==> src/rtl/fetch_ctrl.sv <==
// rtl/fetch_ctrl.sv - instruction fetch controller with single skid entry and redirect handling
module fetch_ctrl #(
    parameter logic [31:0] RESET_PC = 32'h0000_3000
) (
    input  logic        clk,
    input  logic        reset,
    input  logic        stall_D,
    input  logic        redirect,
    input  logic [31:0] redirect_pc,
    output logic        imem_req,
    output logic [31:0] imem_addr,
    input  logic        imem_ack,
    input  logic [31:0] imem_rdata,
    output logic [31:0] Instr_F,
    output logic [31:0] PC_F,
    output logic        valid_F,
    output logic [31:0] fetch_cnt
);

    typedef enum logic [1:0] {IDLE, REQ, HOLD, DISCARD} state_t;

    state_t      state, next_state;
    logic [31:0] pc;
    logic [31:0] old_addr;
    logic [31:0] skid_instr;
    logic [31:0] skid_pc;

    logic ack;
    logic consume;
    logic slot_free;
    logic take_out;
    logic take_skid;
    logic skid_pop;
    logic pc_inc;

    assign consume   = valid_F & ~stall_D;
    assign slot_free = ~valid_F | consume;
    assign ack       = imem_ack & imem_req;

    // DISCARD keeps presenting the abandoned address until its ack drains
    assign imem_req  = ~reset & ((state == REQ) | (state == DISCARD));
    assign imem_addr = (state == DISCARD) ? old_addr : pc;

    always_comb begin
        next_state = state;
        take_out   = 1'b0;
        take_skid  = 1'b0;
        skid_pop   = 1'b0;
        pc_inc     = 1'b0;
        case (state)
            IDLE: next_state = REQ;
            REQ: begin
                if (redirect) begin
                    next_state = ack ? REQ : DISCARD;
                end else if (ack) begin
                    pc_inc = 1'b1;
                    if (slot_free) begin
                        take_out = 1'b1;
                    end else begin
                        take_skid  = 1'b1;
                        next_state = HOLD;
                    end
                end
            end
            HOLD: begin
                if (redirect) begin
                    next_state = REQ;
                end else if (consume) begin
                    skid_pop   = 1'b1;
                    next_state = REQ;
                end
            end
            DISCARD: begin
                if (ack) next_state = REQ;
            end
            default: next_state = IDLE;
        endcase
    end

    always_ff @(posedge clk) begin
        if (reset) begin
            state      <= IDLE;
            pc         <= RESET_PC & ~32'd3;
            old_addr   <= 32'd0;
            skid_instr <= 32'd0;
            skid_pc    <= 32'd0;
            Instr_F    <= 32'd0;
            PC_F       <= 32'd0;
            valid_F    <= 1'b0;
            fetch_cnt  <= 32'd0;
        end else begin
            state <= next_state;
            if (consume) fetch_cnt <= fetch_cnt + 32'd1;
            if (redirect) begin
                pc      <= redirect_pc & ~32'd3;
                valid_F <= 1'b0;
                if (state == REQ && !ack) old_addr <= pc;
            end else begin
                if (pc_inc) pc <= pc + 32'd4;
                if (take_out) begin
                    Instr_F <= imem_rdata;
                    PC_F    <= pc;
                    valid_F <= 1'b1;
                end else if (skid_pop) begin
                    Instr_F <= skid_instr;
                    PC_F    <= skid_pc;
                    valid_F <= 1'b1;
                end else if (consume) begin
                    valid_F <= 1'b0;
                end
                if (take_skid) begin
                    skid_instr <= imem_rdata;
                    skid_pc    <= pc;
                end
            end
        end
    end

endmodule
==> config.mk <==
export PLATFORM = sky130hd
export DESIGN_NAME = fetch_ctrl
export DESIGN_NICKNAME = d
export VERILOG_FILES = /design/src/rtl/fetch_ctrl.sv
export SDC_FILE = /design/constraint.sdc
export NUM_CORES = 1
export LEC_CHECK = 0
export ABC_AREA = 0
export CORE_AREA = 3 3 182 184
export CTS_CLUSTER_DIAMETER = 40
export DETAILED_ROUTE_END_ITERATION = 7
export DIE_AREA = 0 0 185 187
export DONT_BUFFER_PORTS = 1
export SYNTH_ARGS = -nofsm -noshare
export SYNTH_HDL_FRONTEND = slang
export SYNTH_SLANG_ARGS = --single-unit
==> constraint.sdc <==
create_clock -name clk -period 3.2 [get_ports clk]
set_clock_uncertainty 0.15 [all_clocks]
set_input_delay 0.64 -clock clk [delete_from_list [all_inputs] [get_ports clk]]
set_output_delay 0.64 -clock clk [all_outputs]
set_load 0.02 [all_outputs]
==> flow_metrics.py, run 1 <==
metrics = {
    "run_status": {
        "status": "finished, final reports clean",
    },
    "yosys": {
        "ys_top_cells_by_area": "dfxtp_1 44%, nand2_1 13%, a21oi_1 8.7%",
        "synth-edff-count": 0,
        "synth_top_area_share_pct": 43.7,
        "async_flop_share_pct": 0,
        "ys_seq_area_share_pct": 43.7,
        "synthCells": 1251,
        "syn_area_per_cell_sq_um": 8.03,
        "synth_cell_types": 65,
        "ys_ff_latch": 219,
        "synth_area_sq_um": 10000,
        "synth_top_area_cell": "dfxtp_1",
        "synthFlopType": "dfxtp_1",
        "ys.warnings.count": 0,
    },
    "critical_path": {
        "crit_chain": "nand2_1, buf_4, mux2_2",
        "cpMaxStageDelayCell": "mux2_2",
        "cp-startpoint": "state[1]$_SDFFE_PP0P_",
        "endpoint_kind": "primary output",
        "worst-r2r-setup-slack_ns": 0.75,
        "crit_required_ns": 2.41,
        "rr_worst_depth": 5,
        "start_kind": "flip-flop",
        "cp_slowest_stage_delay_ns": 0.46,
        "critical_path_class": "reg -> out",
        "critPathMaxFanout": 19,
        "r2r-start": "state[0]$_SDFFE_PP0P_",
        "arrival_ns": 2.02,
        "reg2reg_to": "skid_instr[4]$_SDFFE_PP0P_",
    },
    "clocking": {
        "cts-resized-gates": 0,
        "cts-root-buf": "clkbuf_16",
        "cts_sinks": 219,
        "ctsHoldBuffers": 0,
        "clk_pin_slew_ns": 0.05,
        "clock_latency_ns": 0.50,
        "cts_tree": "yes",
        "post-cts-setup-buffers": 0,
        "htree_num_levels": 2,
        "numCtsBuffers": 38,
        "cts_max_path_buffers": 3,
    },
    "global_routing": {
        "grt_overflow": 0,
        "grt_first_pass_wirelength_mm": 49.0,
        "grt_start_max_net_pins": 231,
        "antenna_found_initial": 2,
        "grt_pass1_vias": 8329,
        "grt_util_all_layers_pct": 17.6,
    },
    "power_and_ir_drop": {
        "power_uw": 7540,
        "p_leak_uw": 0.00367,
        "peakVddDrop_v": 0.000440,
        "powerDensity_nw_per_um2": 646,
    },
    "place": {
        "dp_cells": 1560,
        "place.gp.congestion": 0.779,
        "place_hpwl_mm": 20.0,
        "port-buffer-count": 0,
        "dp_slack_ns": 0.641,
    },
    "floorplanning": {
        "start_util_pct": 31.8,
        "die_h_um": 187,
        "dieArea_sq_um": 34600,
        "ios": 199,
        "design.core.area_sq_um": 31600,
        "std_cell_rows": 65,
        "die_x_um": 185,
    },
    "sta": {
        "tightest_slew_ns": 0.722,
        "setup_slack_ns": 0.391,
        "slew_violations": 0,
        "finalSetupTns_ns": 0,
        "hold_viol": 0,
        "rsz0062_at_grt": "false",
        "max_freq_ghz": 0.356,
        "relSlewSlack_pct": 51.5,
        "fin_crit_sh_pct": 87.8,
        "setup_viol": 0,
        "period_needed_ns": 2.81,
    },
    "min_path": {
        "hold_depth": 1,
        "hold_path_end": "old_addr[8]$_SDFFE_PP0P_",
        "min_path_type": "in -> reg",
        "min-delay-start": "reset",
    },
    "routing": {
        "wl_per_cell_um": 19.6,
        "routed_via_density": 5.59,
        "vias": 9103,
        "drc": 0,
        "drt_iter0_drc": 596,
        "wl_mm": 31.9,
        "ant_nets": 0,
        "drt-pass1-iter-count": 5,
    },
    "final_layout": {
        "drive_above_1_share_pct": 11.8,
        "syn_to_final_growth_pct": 16.3,
        "fin_cells": 1629,
        "utilization_pct": 37.0,
        "fillers": 3246,
        "nets": 1269,
        "final_common_cell": "nand2_1",
        "layout_common_cells": "341 x nand2_1, 219 x dfxtp_1, 174 x a21oi_1",
    },
    "flow_run": {
        "max_cap_violations": 0,
    },
}
routing by layer:
layer	track usage, %	up-vias	part of all wire [%]
li1	-	4358	-
met1	24.5	4395	45
met2	26.4	302	45
met3	5.02	48	8.2
met4	5.14	0	1.9
met5	0	-	0
metrics by stage:
| stage | hold slack [ns] | cell area [sq um] |
|---|---|---|
| final | 0.0767 | 11700 |
| after global routing | 0.0382 | 11700 |
| after CTS | 0.0434 | 11700 |
| after detailed placement | 0.288 | 10300 |
| after global placement | 0.283 | 10300 |
| after floorplan | 0.284 | 10100 |
cells by family after synthesis:
kind of cell | synth area share (%)
adder cells (fa/ha/maj) | 0.249
flip-flops | 43.7
AND/OR/NAND/NOR | 25.0
multiplexers | 3.79
AO/OA/AOI/OAI | 20.0
buffers and inverters | 5.53
XOR/XNOR | 1.66
other | 0.0374
layout make-up:
cell class	count	area (sq um)	share of cell area, %
tap	402	503	4.31
inverter	8	30.0	0.257
timing repair buffer	27	278	2.38
clock buffer	50	1100	9.40
clock inverter	17	221	1.90
sequential	219	4380	37.6
antenna	2	5.00	0.0429
multi-input combinational	904	5150	44.2
Yosys cell counts (6+ instances only):
| cell type | number |
|---|---|
| nand2_1 | 342 |
| dfxtp_1 | 219 |
| a21oi_1 | 175 |
| clkbuf_1 | 84 |
| a311oi_1 | 68 |
| nor2_1 | 33 |
| mux2_2 | 32 |
| nand4_1 | 25 |
| buf_2 | 24 |
| nand3_1 | 23 |
| xor2_1 | 14 |
| and4_1 | 13 |
| nor3_1 | 13 |
| o21ai_0 | 13 |
| or3_1 | 13 |
| a211oi_1 | 11 |
| o31ai_1 | 11 |
| or4_1 | 11 |
| and3_1 | 9 |
| buf_4 | 9 |
| nor2b_1 | 9 |
| inv_1 | 8 |
| buf_1 | 6 |
| o211ai_1 | 6 |
critical path: cells and delay by family (launching register included):
| family | cells | cell delay, ns |
|---|---|---|
| flops | 1 | 0.41 |
| simple gates | 1 | 0.28 |
| buf+inv | 1 | 0.36 |
| mux | 1 | 0.46 |
worst max path at each step:
stage / to / slack, ns / cells after the start
4_1_cts: imem_addr[13] / 0.37 / 3
5_1_grt: imem_addr[13] / 0.30 / 3
3_3_place_gp: skid_instr[22]$_SDFFE_PP0P_ / 0.68 / 5
6_report: imem_addr[13] / 0.39 / 3
3_5_place_dp: Instr_F[2]$_SDFFE_PP0P_ / 0.64 / 5
2_1_floorplan: fetch_cnt[28]$_SDFFE_PP0P_ / 1.02 / 5
state kept, by name, indices dropped and copies added, names as in the netlist:
register / cells
skid_instr: 32
old_addr: 30
fetch_cnt: 32
valid_F: 1
pc: 30
Instr_F: 32
skid_pc: 30
state: 2
PC_F: 30
power breakdown:
group          switching (uW)  total, uW  internal, uW
Combinational             273        432           158
Clock                    1400       4150          2750
Sequential                151       2960          2810
Power figures use the tool's default switching activity.
==> inputs of run 2 (changes only) <==
Settings changed: PLACE_DENSITY from default to 0.43.
==> flow_metrics.py, run 2 (synthesis results as in run 1) <==
metrics = {
    "clocking": {
        "cts-root-buf": "clkbuf_16",
        "cts-resized-gates": 0,
        "numCtsBuffers": 43,
        "clock_latency_ns": 0.51,
        "ctsHoldBuffers": 0,
        "htree_num_levels": 2,
        "cts_tree": "yes",
        "clk_pin_slew_ns": 0.05,
        "post-cts-setup-buffers": 0,
        "cts_sinks": 219,
        "cts_max_path_buffers": 3,
    },
    "sta": {
        "period_needed_ns": 2.75,
        "hold_viol": 0,
        "setup_slack_ns": 0.451,
        "whs_ns": 0.0467,
        "relSlewSlack_pct": 50.1,
        "fin_crit_sh_pct": 85.9,
        "setup_viol": 0,
        "max_freq_ghz": 0.364,
        "tightest_slew_ns": 0.743,
        "slew_violations": 0,
        "rsz0062_at_grt": "false",
        "finalSetupTns_ns": 0,
    },
    "routing": {
        "ant_nets": 0,
        "vias": 8897,
        "wl_mm": 33.7,
        "drt_iter0_drc": 478,
        "drt-pass1-iter-count": 5,
        "drc": 0,
        "wl_per_cell_um": 20.5,
        "routed_via_density": 5.43,
    },
    "global_routing": {
        "grt_start_max_net_pins": 231,
        "grt_pass1_vias": 8844,
        "grt_first_pass_wirelength_mm": 52.8,
        "grt_util_all_layers_pct": 19.0,
        "grt_overflow": 0,
        "antenna_found_initial": 1,
    },
    "final_layout": {
        "layout_common_cells": "341 x nand2_1, 219 x dfxtp_1, 174 x a21oi_1",
        "syn_to_final_growth_pct": 18.0,
        "fillers": 3329,
        "final_common_cell": "nand2_1",
        "fin_cells": 1640,
        "drive_above_1_share_pct": 12.4,
        "nets": 1275,
        "top_regs": "Instr_F x32, fetch_cnt x32, skid_instr x32",
    },
    "floorplanning": {
        "dieArea_sq_um": 34600,
        "die_x_um": 185,
        "design.core.area_sq_um": 31600,
        "std_cell_rows": 65,
        "die_h_um": 187,
        "start_util_pct": 31.8,
        "ios": 199,
    },
    "place": {
        "place_hpwl_mm": 20.4,
        "dp_cells": 1561,
        "dp_slack_ns": 0.677,
        "place.gp.congestion": 0.717,
        "port-buffer-count": 0,
    },
    "critical_path": {
        "arrival_ns": 1.96,
        "crit_chain": "nand2_1, buf_4, mux2_2",
        "worst-r2r-setup-slack_ns": 0.82,
        "rr_worst_depth": 5,
        "crit_family": "multiplexers",
        "cpMaxStageDelayCell": "mux2_2",
        "critical_path_buf_inv_count": 1,
        "r2r-start": "pc[2]$_SDFFE_PP0P_",
        "start_kind": "flip-flop",
        "crit_required_ns": 2.41,
        "endpoint_kind": "primary output",
        "critPathMaxFanout": 30,
        "reg2reg_to": "pc[26]$_SDFFE_PP0P_",
        "critical_path_class": "reg -> out",
        "cp_slowest_stage_delay_ns": 0.47,
    },
    "min_path": {
        "min_path_type": "in -> reg",
        "hold_depth": 1,
        "hold_path_end": "old_addr[7]$_SDFFE_PP0P_",
        "min-delay-start": "reset",
    },
    "power_and_ir_drop": {
        "p_leak_uw": 0.00377,
        "pwr-share-seq_pct": 37.1,
        "swShare_pct": 23.5,
        "p_clk_share_pct": 57.5,
        "powerDensity_nw_per_um2": 675,
        "p_comb_share_pct": 5.4,
        "power.internal_uw": 6110,
        "p_sw_uw": 1880,
        "peakVddDrop_v": 0.000393,
    },
    "flow_run": {
        "max_cap_violations": 0,
    },
    "run_status": {
        "status": "finished, final reports clean",
    },
}
[run 2: cell count changes in the layout (fill, tap and decap cells not counted)]
cell	previous run	this run
clkinv_2	2	9
clkbuf_16	39	45
inv_6	6	0
clkbuf_8	8	12
clkbuf_1	3	6
clkinvlp_4	4	1
buf_4	21	23
buf_12	6	5
diode_2	2	1
[run 2: stage by stage]
| step | power [uW] | util [%] | cell area, sq um |
|---|---|---|---|
| detailed placement | 3460 | 32.8 | 10300 |
| floorplan | 3360 | - | 10100 |
| global route | 8280 | 37.5 | 11800 |
| CTS | 8100 | 37.5 | 11800 |
| finish | 7990 | 37.5 | 11800 |
| global placement | 3460 | 32.8 | 10300 |
[run 2: worst register-to-register path: stages (launching register included)]
cell	delay (ns)
dfxtp_1	0.50
ha_1	0.25
nand4_1	0.18
nor4_4	0.62
a311oi_1	0.19
a2111oi_0	0.36
[run 2: metal layers]
| metal | track usage, % | vias up | wire length, um |
|---|---|---|---|
| met4 | 4.65 | 0 | 558 |
| met2 | 30.8 | 221 | 15400 |
| li1 | - | 4364 | - |
| met3 | 5.66 | 48 | 2490 |
| met1 | 24.8 | 4264 | 15200 |
| met5 | 0 | - | 0 |
[run 2: cell type report]
cell class	count	area, sq um	share of cell area (%)
Tap cell	402	503	4.25
Clock buffer	63	1310	11.1
Antenna cell	1	2.50	0.0211
Sequential cell	219	4380	37.0
Inverter	8	30.0	0.254
Multi-Input combinational cell	904	5150	43.5
Clock inverter	15	181	1.53
Timing Repair Buffer	28	273	2.30
[run 2: power groups by stage]
stage,Combinational [uW],Clock (uW),Sequential [uW]
6_report,430,4590,2970
3_5_place_dp,438,0,3020
4_1_cts,439,4690,2970
2_1_floorplan,411,0,2950
3_3_place_gp,435,0,3020
5_1_grt,475,4830,2980
[run 2: worst max-delay path by stage]
stage / from / to / slack [ns] / cells after the start
3_5_place_dp: reset / PC_F[16]$_SDFFE_PP0P_ / 0.68 / 5
6_report: state[1]$_SDFFE_PP0P_ / imem_addr[22] / 0.45 / 3
4_1_cts: state[1]$_SDFFE_PP0P_ / imem_addr[2] / 0.41 / 3
5_1_grt: state[1]$_SDFFE_PP0P_ / imem_addr[31] / 0.34 / 3
2_1_floorplan: stall_D / fetch_cnt[28]$_SDFFE_PP0P_ / 1.02 / 5
3_3_place_gp: reset / PC_F[17]$_SDFFE_PP0P_ / 0.65 / 5
